<file path="src/rtl/tz_pkg.sv">
// Shared types and helpers for the trapezoid frame-buffer writer.
// Covers the word addressing of the 256x256 1-bit frame buffer (32 pixels per word) and the queue entry format.
package tz_pkg;

    localparam int X_W    = 8;
    localparam int Y_W    = 8;
    localparam int WORD_W = 32;
    localparam int BIT_W  = 5;
    localparam int ADDR_W = Y_W + X_W - BIT_W;

    typedef struct packed {
        logic [ADDR_W-1:0] addr;
        logic [WORD_W-1:0] mask;
    } fb_entry_t;

    typedef enum logic [1:0] {
        ST_IDLE  = 2'd0,
        ST_READ  = 2'd1,
        ST_WAIT  = 2'd2,
        ST_WRITE = 2'd3
    } fb_state_t;

    function automatic logic [ADDR_W-1:0] fb_word_addr(input logic [X_W-1:0] x,
                                                       input logic [Y_W-1:0] y);
        return {y, x[X_W-1:BIT_W]};
    endfunction

    function automatic logic [WORD_W-1:0] fb_bit_mask(input logic [X_W-1:0] x);
        return WORD_W'(1) << x[BIT_W-1:0];
    endfunction

endpackage

</file>
<file path="src/rtl/tz_fb_fifo.sv">
// Synchronous FIFO of frame-buffer mask entries.
// A push into a full queue is accepted only when a pop happens in the same cycle; otherwise it is dropped and flagged.
module tz_fb_fifo
    import tz_pkg::*;
#(
    parameter int DEPTH = 8
) (
    input  logic      clk,
    input  logic      reset,
    input  logic      i_push,
    input  fb_entry_t i_data,
    input  logic      i_pop,
    output fb_entry_t o_head,
    output logic      o_full,
    output logic      o_empty,
    output logic      o_drop
);

    localparam int PTR_W = $clog2(DEPTH);

    fb_entry_t        r_mem [DEPTH];
    logic [PTR_W:0]   r_wptr;
    logic [PTR_W:0]   r_rptr;
    logic             w_do_push;
    logic             w_do_pop;

    // Extra pointer bit tells full from empty when the indices match
    assign o_empty   = (r_wptr == r_rptr);
    assign o_full    = (r_wptr[PTR_W] != r_rptr[PTR_W]) &&
                       (r_wptr[PTR_W-1:0] == r_rptr[PTR_W-1:0]);
    assign w_do_pop  = i_pop && !o_empty;
    assign w_do_push = i_push && (!o_full || w_do_pop);
    assign o_drop    = i_push && o_full && !w_do_pop;
    assign o_head    = r_mem[r_rptr[PTR_W-1:0]];

    always_ff @(posedge clk) begin
        if (reset) begin
            r_wptr <= '0;
            r_rptr <= '0;
        end else begin
            if (w_do_push) r_wptr <= r_wptr + 1'b1;
            if (w_do_pop)  r_rptr <= r_rptr + 1'b1;
        end
    end

    always_ff @(posedge clk) begin
        if (w_do_push) r_mem[r_wptr[PTR_W-1:0]] <= i_data;
    end

endmodule

</file>
<file path="src/rtl/tz_fb_writer.sv">
// Frame-buffer writer: coalesces same-word pixels into masks, queues them,
// and ORs each mask into the SRAM by a serial read-modify-write.
module tz_fb_writer #(
    parameter int X_W     = 8,
    parameter int Y_W     = 8,
    parameter int WORD_W  = 32,
    parameter int Q_DEPTH = 8,
    parameter int CNT_W   = 20
) (
    input  logic              clk,
    input  logic              reset,
    input  logic              po,
    input  logic [X_W-1:0]    xo,
    input  logic [Y_W-1:0]    yo,
    input  logic              flush,
    output logic [10:0]       mem_addr,
    output logic              mem_ren,
    input  logic [WORD_W-1:0] mem_rdata,
    output logic              mem_wen,
    output logic [WORD_W-1:0] mem_wdata,
    output logic              idle,
    output logic              ovf,
    output logic [CNT_W-1:0]  pix_cnt
);

    import tz_pkg::*;

    logic              r_acc_valid;
    logic [10:0]       r_acc_addr;
    logic [WORD_W-1:0] r_acc_mask;
    logic              r_flush_pend;
    logic              w_acc_valid_nxt;
    logic [10:0]       w_acc_addr_nxt;
    logic [WORD_W-1:0] w_acc_mask_nxt;
    logic              w_flush_serve;
    logic [10:0]       w_pix_addr;
    logic [WORD_W-1:0] w_pix_mask;
    logic              w_push;
    fb_entry_t         w_push_entry;

    fb_state_t         r_state;
    fb_state_t         w_state_nxt;
    fb_entry_t         w_head;
    logic              w_full;
    logic              w_empty;
    logic              w_drop;
    logic              w_pop;

    logic [10:0]       r_mem_addr;
    logic              r_mem_ren;
    logic              r_mem_wen;
    logic [WORD_W-1:0] r_mem_wdata;
    logic              r_ovf;
    logic [CNT_W-1:0]  r_pix_cnt;

    assign w_pix_addr = fb_word_addr(xo, yo);
    assign w_pix_mask = fb_bit_mask(xo);

    // Pixel stream into the accumulator; a pending flush waits for a gap in po
    always_comb begin
        w_push          = 1'b0;
        w_push_entry    = '{addr: r_acc_addr, mask: r_acc_mask};
        w_acc_valid_nxt = r_acc_valid;
        w_acc_addr_nxt  = r_acc_addr;
        w_acc_mask_nxt  = r_acc_mask;
        w_flush_serve   = 1'b0;
        if (po) begin
            if (r_acc_valid && (r_acc_addr == w_pix_addr)) begin
                w_acc_mask_nxt = r_acc_mask | w_pix_mask;
            end else begin
                w_push          = r_acc_valid;
                w_acc_valid_nxt = 1'b1;
                w_acc_addr_nxt  = w_pix_addr;
                w_acc_mask_nxt  = w_pix_mask;
            end
        end else if (r_flush_pend) begin
            w_push          = r_acc_valid;
            w_acc_valid_nxt = 1'b0;
            w_flush_serve   = 1'b1;
        end
    end

    always_ff @(posedge clk) begin
        if (reset) begin
            r_acc_valid  <= 1'b0;
            r_flush_pend <= 1'b0;
        end else begin
            r_acc_valid  <= w_acc_valid_nxt;
            r_flush_pend <= flush || (r_flush_pend && !w_flush_serve);
        end
    end

    always_ff @(posedge clk) begin
        r_acc_addr <= w_acc_addr_nxt;
        r_acc_mask <= w_acc_mask_nxt;
    end

    tz_fb_fifo #(
        .DEPTH (Q_DEPTH)
    ) u_fifo (
        .clk     (clk),
        .reset   (reset),
        .i_push  (w_push),
        .i_data  (w_push_entry),
        .i_pop   (w_pop),
        .o_head  (w_head),
        .o_full  (w_full),
        .o_empty (w_empty),
        .o_drop  (w_drop)
    );

    // One queue entry at a time, so a word's write lands before any later read
    always_comb begin
        w_state_nxt = r_state;
        case (r_state)
            ST_IDLE:  if (!w_empty) w_state_nxt = ST_READ;
            ST_READ:  w_state_nxt = ST_WAIT;
            ST_WAIT:  w_state_nxt = ST_WRITE;
            ST_WRITE: w_state_nxt = ST_IDLE;
            default:  w_state_nxt = ST_IDLE;
        endcase
    end

    assign w_pop = (r_state == ST_WRITE);

    always_ff @(posedge clk) begin
        if (reset) r_state <= ST_IDLE;
        else       r_state <= w_state_nxt;
    end

    // Strobes are registered from the next state so they line up with READ/WRITE
    always_ff @(posedge clk) begin
        if (reset) begin
            r_mem_ren   <= 1'b0;
            r_mem_wen   <= 1'b0;
            r_mem_addr  <= '0;
            r_mem_wdata <= '0;
        end else begin
            r_mem_ren <= (w_state_nxt == ST_READ);
            r_mem_wen <= (w_state_nxt == ST_WRITE);
            if (w_state_nxt == ST_READ || w_state_nxt == ST_WRITE)
                r_mem_addr <= w_head.addr;
            if (w_state_nxt == ST_WRITE)
                r_mem_wdata <= mem_rdata | w_head.mask;
        end
    end

    always_ff @(posedge clk) begin
        if (reset) begin
            r_ovf     <= 1'b0;
            r_pix_cnt <= '0;
        end else begin
            if (w_drop) r_ovf <= 1'b1;
            if (po && (r_pix_cnt != {CNT_W{1'b1}}))
                r_pix_cnt <= r_pix_cnt + CNT_W'(1);
        end
    end

    assign mem_addr  = r_mem_addr;
    assign mem_ren   = r_mem_ren;
    assign mem_wen   = r_mem_wen;
    assign mem_wdata = r_mem_wdata;
    assign ovf       = r_ovf;
    assign pix_cnt   = r_pix_cnt;
    assign idle      = !r_acc_valid && w_empty && (r_state == ST_IDLE) && !r_flush_pend;

endmodule

</file>
<file path="config.mk">
export PLATFORM = sky130hd
export DESIGN_NAME = tz_fb_writer
export DESIGN_NICKNAME = d
export VERILOG_FILES = /design/src/rtl/tz_pkg.sv /design/src/rtl/tz_fb_fifo.sv /design/src/rtl/tz_fb_writer.sv
export SDC_FILE = /design/constraint.sdc
export NUM_CORES = 1
export LEC_CHECK = 0
export CAP_MARGIN = 20
export CORE_ASPECT_RATIO = 0.5
export CORE_MARGIN = 2
export CORE_UTILIZATION = 35
export CTS_CLUSTER_DIAMETER = 150
export CTS_CLUSTER_SIZE = 8
export DETAILED_ROUTE_END_ITERATION = 12
export HOLD_SLACK_MARGIN = 0.03
export SLEW_MARGIN = 20
export SYNTH_ARGS = -nofsm -noshare
export SYNTH_HDL_FRONTEND = slang
export SYNTH_HIERARCHICAL = 1
export SYNTH_SLANG_ARGS = --single-unit
export TNS_END_PERCENT = 50
</file>
<file path="constraint.sdc">
create_clock -name clk -period 8.8 [get_ports clk]
set_clock_uncertainty 0.1 [all_clocks]
set_input_delay 2.2 -clock clk [delete_from_list [all_inputs] [get_ports clk]]
set_output_delay 2.2 -clock clk [all_outputs]
set_load 0.01 [all_outputs]
</file>
After elaboration in Yosys (flattened, before gate mapping)
Memory sizes are Yosys's and may differ from the RTL's. A register that Yosys moved wholly into a read port is not among the register bits.
Index checks and enable logic that the tools add are counted.
{ "op_classes": {"n_addsub": 3, "eq_ne": 11, "shifts": 1, "mux": 15, "bitwise": 3, "n_reduce_logical": 24} }
{ "op_table": {"columns": ["op", "n"], "rows": [
  ["32-bit OR", 2],
  ["32-bit 2-to-1 mux", 1],
  ["1-bit by 5-bit left shift with 32-bit output (first input constant)", 1],
  ["20-bit by 1-bit adder with 20-bit output (second input constant)", 1],
  ["20-bit != test (second input constant)", 1],
  ["11-bit equality test", 1],
  ["1-bit logical AND", 11],
  ["1-bit 2-to-1 mux", 10],
  ["4-bit by 1-bit adder with 4-bit output (second input constant)", 2],
  ["2-bit case mux with 4 select lines", 1],
  ["2-bit equality test (second input constant)", 3],
  ["1-bit logical NOT", 6],
  ["3-bit 2-to-1 mux", 2],
  ["2-bit by 1-bit equality test with 1-bit output (second input constant)", 2],
  ["4-bit equality test", 1],
  ["2-bit AND reduction", 2],
  ["3-bit equality test", 1],
  ["1-bit logical OR", 3],
  ["2-bit logical NOT", 1],
  ["2-bit 2-to-1 mux", 1],
  ["2-bit != test (second input constant)", 1],
  ["2-bit nonzero test", 1],
  ["1-bit != test", 1],
  ["1-bit NOT", 1]
]} }
{ "word_totals": {"ff_bits": 121, "ram_bits": 344, "inputBits": 52, "output_inout_bits": 67, "elab_cells": 71, "mem_count": 1} }
{ "mem_list": {"columns": ["memory", "depth", "width", "rd", "rd_clocked_by_memory_dff", "write_ports", "line_no", "text"], "rows": [
  ["u_fifo.r_mem", 8, 43, 1, 1, 1, "tz_fb_fifo.sv:21", "fb_entry_t r_mem [DEPTH];"]
]} }

Longest topological paths before layout
Gate-level depths: netlist of run 1.
{ "logic_depth": {"depth_word": 7, "depth_mapped": 9} }

By module
The synthesis of run 1 kept the hierarchy.
{ "modules_own_cells": {"columns": ["mod", "instances", "cells_per_inst", "area_each_um2"], "rows": [
  ["tz_fb_fifo", 1, 570, 13748.2],
  ["tz_fb_writer", 1, 457, 4862.2]
]} }

Worst setup path before layout of run 1
Ideal clock, no wire load.
{ "synth_path": {"path_kind": "in2reg", "start": "in yo[7]", "end": "mem u_fifo/r_mem[0][0] (netlist bit) (enable)", "setup_time_ns": 0.551, "arrival_ns": 7.370, "t_required_ns": 8.149, "setup_slack_ns": 0.779, "cell_stages": 6, "n_path_buf": 0, "cell_sequence": "xnor2_1 -> nand4_1 -> nor3_1 -> a211oi_1 -> o21ai_0 -> nor4_1"} }
{ "synth_between": {"elab_chain_len": 7} }
{ "synth_rtl": {"columns": ["element", "line_no", "text"], "rows": [
  ["start: declaration", "tz_fb_writer.sv:14", "input logic [Y_W-1:0] yo,"],
  ["11-bit equality test", "tz_fb_writer.sv:68", "if (r_acc_valid && (r_acc_addr == w_pix_addr)) begin"],
  ["1-bit logical AND", "tz_fb_writer.sv:68", null],
  ["1-bit 2-to-1 mux", "tz_fb_writer.sv:68", null],
  ["1-bit 2-to-1 mux", "tz_fb_writer.sv:67", "if (po) begin"],
  ["net w_push", "tz_fb_writer.sv:38", "logic w_push;"],
  ["1-bit logical AND", "tz_fb_fifo.sv:32", "assign w_do_push = i_push && (!o_full || w_do_pop);"],
  ["1-bit 2-to-1 mux", "tz_fb_fifo.sv:47", "if (w_do_push) r_mem[r_wptr[PTR_W-1:0]] <= i_data;"],
  ["1-bit 2-to-1 mux (implied by the code)", "tz_fb_fifo.sv:47", null],
  ["end: declaration", "tz_fb_fifo.sv:21", null]
]} }
The timed path passes the listed nets, and every way through them passes these cells.

Worst setup path in the final report of run 1
{ "layout_path": {"start": "in yo[6]", "end": "mem u_fifo/r_mem[3][19] (netlist bit) (enable)"} }
The elaborated chain is that of the path after synthesis.

==> metrics.md, run 1 <==
| Metric | Value |
|---|---|
| Largest voltage drop on the vdd net | ~0.11 mV |
| Static Leak | ~0.0072 µW |
| EDFF count, synth | 387 |
| Number of distinct library cells after synthesis | slightly below 70 |
| Fraction of layout instances using a drive strength above 1 | approximately a fifth |
| Portion of the clock cycle consumed by the worst path in the final layout | around 65% |
| Wirelength per Cell | roughly 20 µm |
| Residual antenna-violating net count after detailed routing | 0 |
| Starting utilization of the core area | 35.6% |
| Setup slack at placement | 2.59 ns |
| Post-Layout Inst Area | roughly 23,000 µm² |
| Top flip-flop cell by instance count after synthesis | sky130_fd_sc_hd__edfxtp_1 |
| Endpoint class of the critical path | register |
| Synthesized cell area | around 19,000 µm² |
| Total of max-cap violations | 0 |
| Starting DRT DRC Count | 689 |
| Net count reported at finish | approximately 1,200 |
| Placeable core region | between 50,000 and 60,000 µm² |
| Synthesized instance count | ~1,000 |
| Wire length of the first global-routing pass | 60.1 mm |
| Fmax | about 0.18 GHz |
| Clock-pin slew on the worst setup and hold paths | 0.05 ns |
| Final setup viols | 0 |
| Post-synthesis async set-or-reset flop share | 0% |
| Final GP Congestion | just under 0.8 |
| Total CTS buffers | 68 |
| Post-place instance area | approximately 20,000 µm² |
| Most common cell after layout, fill and taps aside | sky130_fd_sc_hd__edfxtp_1 |
| Critical Path RT | 8.89 ns |
| Standard-cell rows | a little under 60 |
| Synthesis warning total | 6 |
| Post-route DRC violation count | 0 |
| Sequential cell area fraction in the yosys report | between 70% and 80% |
| Overflow left after global routing | 0 |
| Root Buffer Master | sky130_fd_sc_hd__clkbuf_16 |
| Number of antenna violations at the first check in global routing | 1 |
| Unrepaired setup endpoints after global routing | no |
| Die area | 55,100 µm² |
| Number of buffers inserted by hold repair at cts | 0 |
| # IOs | roughly 120 |
| Total setup buffers inserted after CTS | 0 |
| Via count of the first global-routing pass | just over 10,000 |
| Mean post-synth cell area | about 18 µm² |
| Maximum number of buffers from clock root to sink | 3 |
| Clock sink count | ~470 |
| Total number of vias | slightly below 10,000 |
| PwrDens | between 200 and 250 nW/µm² |
| Filler cell count in the final layout | between 4,000 and 5,000 |
| Count of H-tree levels built during CTS | 3 |
| Count of state elements after synthesis | 468 |
| Pre-antenna DRT Iters | 5 |
| Post-layout power | around 5600 µW |
| Port bufs | 118 |
| Slew Viols, Final | 0 |
| Top library cells by usage in the layout, fill and taps aside | sky130_fd_sc_hd__edfxtp_1 (387), sky130_fd_sc_hd__clkdlybuf4s50_1 (116), sky130_fd_sc_hd__nor2_1 (98), sky130_fd_sc_hd__mux4_2 (83), sky130_fd_sc_hd__dfxtp_1 (78) |
| Pin count of the biggest net entering global routing | 92 |
| Critical setup path kind | input port to register |
| Arrival time of the worst setup path | between 5 and 6 ns |
| Number of hold violations in the final report | 0 |
| Half-perimeter wire length of the detailed placement result | roughly 23 mm |
| Post-Route WL | between 30 and 40 mm |
| Total GRT Usage | between 10% and 20% |
| Clock latency of the later-clocked register in the worst-skew pair | 0.57 ns |
| Die height | roughly 170 µm |
| Type of the worst min-delay path | register to register |
| Result of the run | completed |
| Syn Nets | ~1,100 |
| Accumulated negative setup slack | 0 ns |
| Area overhead of the layout relative to synthesis | 21.2% |
| Worst rel slew slack | a little over a quarter |
| Final setup margin | ~3.1 ns |
| Slew at the pin closest to its max-slew limit | roughly 1.1 ns |
| Clock tree from TritonCTS | yes |
| Width of the die | 330 µm |
| Number of vias per cell after detailed routing | 5.06 |
| Largest fanout on the critical path | 32 |
| Quantity of gates resized following cts | 0 |
| Type of element launching the critical path | input port |
| Final period demand of the worst path | between 5 and 6 ns |
critical path: stages:
cell,delay (ns)
sky130_fd_sc_hd__clkdlybuf4s50_1,0.45
sky130_fd_sc_hd__xnor2_1,0.15
sky130_fd_sc_hd__nand3_1,0.18
sky130_fd_sc_hd__nor3_1,0.12
sky130_fd_sc_hd__a211oi_1,0.64
sky130_fd_sc_hd__o21ai_0,0.47
sky130_fd_sc_hd__nor3_2,0.94
sky130_fd_sc_hd__buf_4,0.62
stage by stage:
step	cells	hold slack, ns	utilization [%]
6_report	1932	0.371	43.1
2_1_floorplan	1027	0.377	-
5_1_grt	1932	0.401	43.1
3_5_place_dp	1806	0.366	39.2
4_1_cts	1931	0.378	43.1
3_3_place_gp	1806	0.364	39.2
registers in the layout, summed over array words and instances (netlist names), named ones only:
signal         cells
u_fifo/r_wptr      4
pix_cnt           20
mem_wdata         32
r_acc_valid        1
r_acc_addr        11
u_fifo/r_rptr      4
mem_addr          11
r_flush_pend       1
r_state            2
mem_ren            1
ovf                1
mem_wen            1
u_fifo/r_mem     344
r_acc_mask        32
cells in the mapped netlist (4+ instances only):
library cell | count | area share [%]
sky130_fd_sc_hd__buf_1 | 10 | 0.20
sky130_fd_sc_hd__nand2b_1 | 8 | 0.27
sky130_fd_sc_hd__nand3b_1 | 6 | 0.24
sky130_fd_sc_hd__nor2_1 | 100 | 2.0
sky130_fd_sc_hd__o31ai_1 | 4 | 0.16
sky130_fd_sc_hd__dfxtp_1 | 81 | 8.7
sky130_fd_sc_hd__mux2i_1 | 13 | 0.70
sky130_fd_sc_hd__a211oi_1 | 34 | 1.4
sky130_fd_sc_hd__mux2_1 | 7 | 0.42
sky130_fd_sc_hd__o21ai_0 | 6 | 0.16
sky130_fd_sc_hd__mux2_4 | 40 | 3.2
sky130_fd_sc_hd__clkbuf_1 | 18 | 0.36
sky130_fd_sc_hd__buf_12 | 5 | 0.54
sky130_fd_sc_hd__edfxtp_1 | 387 | 62
sky130_fd_sc_hd__a32o_1 | 4 | 0.22
sky130_fd_sc_hd__a22o_1 | 12 | 0.56
sky130_fd_sc_hd__o2bb2ai_1 | 11 | 0.52
sky130_fd_sc_hd__or3_1 | 5 | 0.17
sky130_fd_sc_hd__a21oi_1 | 18 | 0.48
sky130_fd_sc_hd__inv_1 | 11 | 0.22
sky130_fd_sc_hd__nand3_1 | 10 | 0.27
sky130_fd_sc_hd__xnor2_1 | 12 | 0.56
sky130_fd_sc_hd__ha_1 | 7 | 0.47
sky130_fd_sc_hd__and4_1 | 4 | 0.19
sky130_fd_sc_hd__nor3_1 | 15 | 0.40
sky130_fd_sc_hd__mux4_2 | 83 | 10
sky130_fd_sc_hd__nor2b_1 | 10 | 0.34
sky130_fd_sc_hd__nand2_1 | 7 | 0.14
sky130_fd_sc_hd__buf_2 | 18 | 0.48
sky130_fd_sc_hd__nand4_1 | 11 | 0.37
sky130_fd_sc_hd__nor4_1 | 5 | 0.17
sky130_fd_sc_hd__a21o_1 | 4 | 0.16
cells by family (layout without fill, tap and decap cells):
logic type	after synthesis	count (layout)	share of synthesized area, %
AND/OR/NAND/NOR	202	202	5.53
adder cells (fa/ha/maj)	7	7	0.471
buffers and inverters	68	271	2.05
XOR/XNOR	17	17	0.921
other	0	1	0
multiplexers	149	149	15.0
AO/OA/AOI/OAI	116	116	4.87
flip-flops	468	468	71.2
metal layers:
| layer | track usage (%) | routed length, µm | up-vias |
|---|---|---|---|
| li1 | - | - | 4433 |
| met3 | 2.75 | 1280 | 64 |
| met5 | 0 | 0 | - |
| met1 | 19.2 | 17700 | 5106 |
| met4 | 4.74 | 791 | 0 |
| met2 | 23.1 | 19100 | 173 |
worst paths after layout:
path | start | end | slack (ns) | cells past startpoint
worst min-delay path | ovf | ovf | 0.37 | 2
worst max register to register | r_acc_addr[7] | u_fifo/r_mem[3][19] | 4.53 | 7
worst min register to register | ovf | ovf | 0.37 | 2
worst max-delay path | yo[6] | u_fifo/r_mem[3][19] | 3.09 | 8
cell type report:
class                   instances  area, µm²  share of cell area [%]
repair buffers                133       1290                    5.72
well taps                     701        877                    3.89
diodes                          1       2.50                  0.0111
clock buffers                 121       1990                    8.80
multi-input cells             491       5050                    22.4
inverters                      13       48.8                   0.216
flip-flops and latches        468      13300                    58.8
clock inverters                 4       46.3                   0.205
report_power, final:
part	internal [µW]	leakage, µW	total [µW]	switching [µW]
registers	2510	0.00425	2590	80.7
clock network	1520	0.000969	2420	903
logic	303	0.00200	586	283
(Power assumes the default switching activity.)
==> run 2, diff against run 1 <==
Clock period 8.8 ns to 5.95 ns, I/O delays scaled along.
==> run 2 against run 1 <==
Compared with the run above:
- the run now ends with DRC left
- design area up 0.29%
- via count about the same
- non-clock buffer count increased by 6
- die area stayed put
- clock-buffer cell count down 3
- worst setup slack got worse by 1.4 ns
- sequential share of layout area decreased by 0.17 points
- sequential power increased by 48%
- global-route usage grew 0.17 points
- sequential cell count did not move
==> metrics.md, run 2 (synthesis gave the netlist of run 1 again) <==
| Metric | Value |
|---|---|
| Number of hold violations in the final report | 0 |
| Residual antenna-violating net count after detailed routing | 0 |
| Origin of the worst setup path | yo[4] |
| Final Util | between 40% and 50% |
| Count of H-tree levels built during CTS | 3 |
| Width of the die | between 300 and 400 µm |
| Routing usage on met1 | around a fifth |
| GR Util met3 | under 10% |
| Clock latency of the later-clocked register in the worst-skew pair | between 0.5 and 0.6 ns |
| Die height | 167 µm |
| Root Buffer Master | sky130_fd_sc_hd__clkbuf_16 |
| Maximum number of buffers from clock root to sink | 3 |
| Total CTS buffers | 68 |
| Final period demand of the worst path | between 4 and 5 ns |
| Starting DRT DRC Count | 703 |
| Most common cell after layout, fill and taps aside | sky130_fd_sc_hd__edfxtp_1 |
| Number of buffers inserted by hold repair at cts | 0 |
| Critical Path RT | 6.10 ns |
| Clock-pin slew on the worst setup and hold paths | about 0.050 ns |
| Total GRT Usage | between 10% and 20% |
| Critical setup path kind | input port to register |
| Failing checks | DRC |
| Type of the worst min-delay path | register to register |
| Starting utilization of the core area | roughly 36% |
| Number of antenna violations at the first check in global routing | 0 |
| Unrepaired setup endpoints after global routing | no |
| Type of element launching the critical path | input port |
| # IOs | roughly 120 |
| Via count of the first global-routing pass | approximately 10,000 |
| Source of the worst hold timing path | mem_wdata[27] |
| Worst rel slew slack | approximately a third |
| Post-place instance area | just over 20,000 µm² |
| Half-perimeter wire length of the detailed placement result | 23.8 mm |
| Diode insertion count for antenna repair | 0 |
| Final setup margin | roughly 1.7 ns |
| Slew at the pin closest to its max-slew limit | between 1 and 1.5 ns |
| Net count reported at finish | between 1,000 and 1,500 |
| Filler cell count in the final layout | about 4,600 |
| Port bufs | around 120 |
| Result of the run | complete, but fails checks |
| Final GP Congestion | 0.781 |
| Clock tree from TritonCTS | yes |
| Pin count of the biggest net entering global routing | 67 |
| Total number of vias | between 9,000 and 10,000 |
| Number of vias per cell after detailed routing | a little over 5 |
| Top library cells by usage in the layout, fill and taps aside | sky130_fd_sc_hd__edfxtp_1 (387), sky130_fd_sc_hd__clkdlybuf4s50_1 (116), sky130_fd_sc_hd__nor2_1 (98), sky130_fd_sc_hd__mux4_2 (83), sky130_fd_sc_hd__dfxtp_1 (78) |
| Fraction of layout instances using a drive strength above 1 | about a fifth |
| Total setup buffers inserted after CTS | 0 |
| Quantity of gates resized following cts | 0 |
| Final setup viols | 0 |
| Grt peak-use layer | met2 |
| Clock sink count | 468 |
| Post-Layout Inst Area | about 23,000 µm² |
| PwrDens | ~370 nW/µm² |
| Post-layout power | 8290 µW |
| RR Startpoint | r_acc_addr[7] |
| Fmax | roughly 0.24 GHz |
| Setup slack at placement | ~1.1 ns |
| Standard-cell rows | 59 |
| Wire length of the first global-routing pass | about 60 mm |
| Post-route DRC violation count | 1 |
| Post-Route WL | just under 40 mm |
| Overflow left after global routing | 0 |
| Static Leak | approximately 0.0073 µW |
| Final worst hold slack | 0.381 ns |
| Arrival time of the worst setup path | ~4.4 ns |
| Pre-antenna DRT Iters | 9 |
| Largest fanout on the critical path | 28 |
| Portion of the clock cycle consumed by the worst path in the final layout | 71.3% |
| Area overhead of the layout relative to synthesis | 21.5% |
| Endpoint class of the critical path | register |
| Die area | 55,100 µm² |
| Total of max-cap violations | 0 |
| Wirelength per Cell | 20.3 µm |
| Slew Viols, Final | 0 |
| Number of flip-flops in the largest register | ~340 |
| Global-route met2 utilization | around a quarter |
| Placeable core region | 52,300 µm² |
| Largest voltage drop on the vdd net | ~0.19 mV |
## run 2: routing by layer
| layer | share of wire (%) | up-vias |
|---|---|---|
| met3 | 3.6 | 54 |
| met4 | 1.6 | 0 |
| met1 | 45 | 5075 |
| li1 | - | 4452 |
| met5 | 0 | - |
| met2 | 50 | 187 |
## run 2: area by class of cell
class	instances	area, µm²	share of cell area (%)
flip-flops and latches	468	13300	58.6
multi-input cells	491	5060	22.4
clock buffers	118	1930	8.54
repair buffers	139	1370	6.04
well taps	701	877	3.88
clock inverters	5	83.8	0.371
inverters	13	48.8	0.216
## run 2: critical path, cell delays in order
cell and delay [ns]:
sky130_fd_sc_hd__clkdlybuf4s50_1 0.44, sky130_fd_sc_hd__xnor2_1 0.14, sky130_fd_sc_hd__nand4_1 0.18, sky130_fd_sc_hd__nor3_1 0.13, sky130_fd_sc_hd__a211oi_1 0.68, sky130_fd_sc_hd__o211ai_1 0.42, sky130_fd_sc_hd__nor2_4 0.59, sky130_fd_sc_hd__buf_12 0.30
## run 2: final timing paths
path	end	slack, ns	cells after the start
worst max-delay path	u_fifo/r_mem[6][16]	1.71	8
worst min-delay path	mem_wdata[27]	0.38	2
worst max register to register	u_fifo/r_mem[6][16]	2.47	7
worst min register to register	mem_wdata[27]	0.38	2
## run 2: power breakdown
group          internal [µW]  switching, µW
Combinational            448            420
Clock                   2240           1350
Sequential              3720            118
## run 2: through the flow
step,std cells,TNS (ns)
finish,1935,0
detailed placement,1812,0
floorplan,1027,-31.55
global placement,1812,0
CTS,1935,0
global route,1935,0
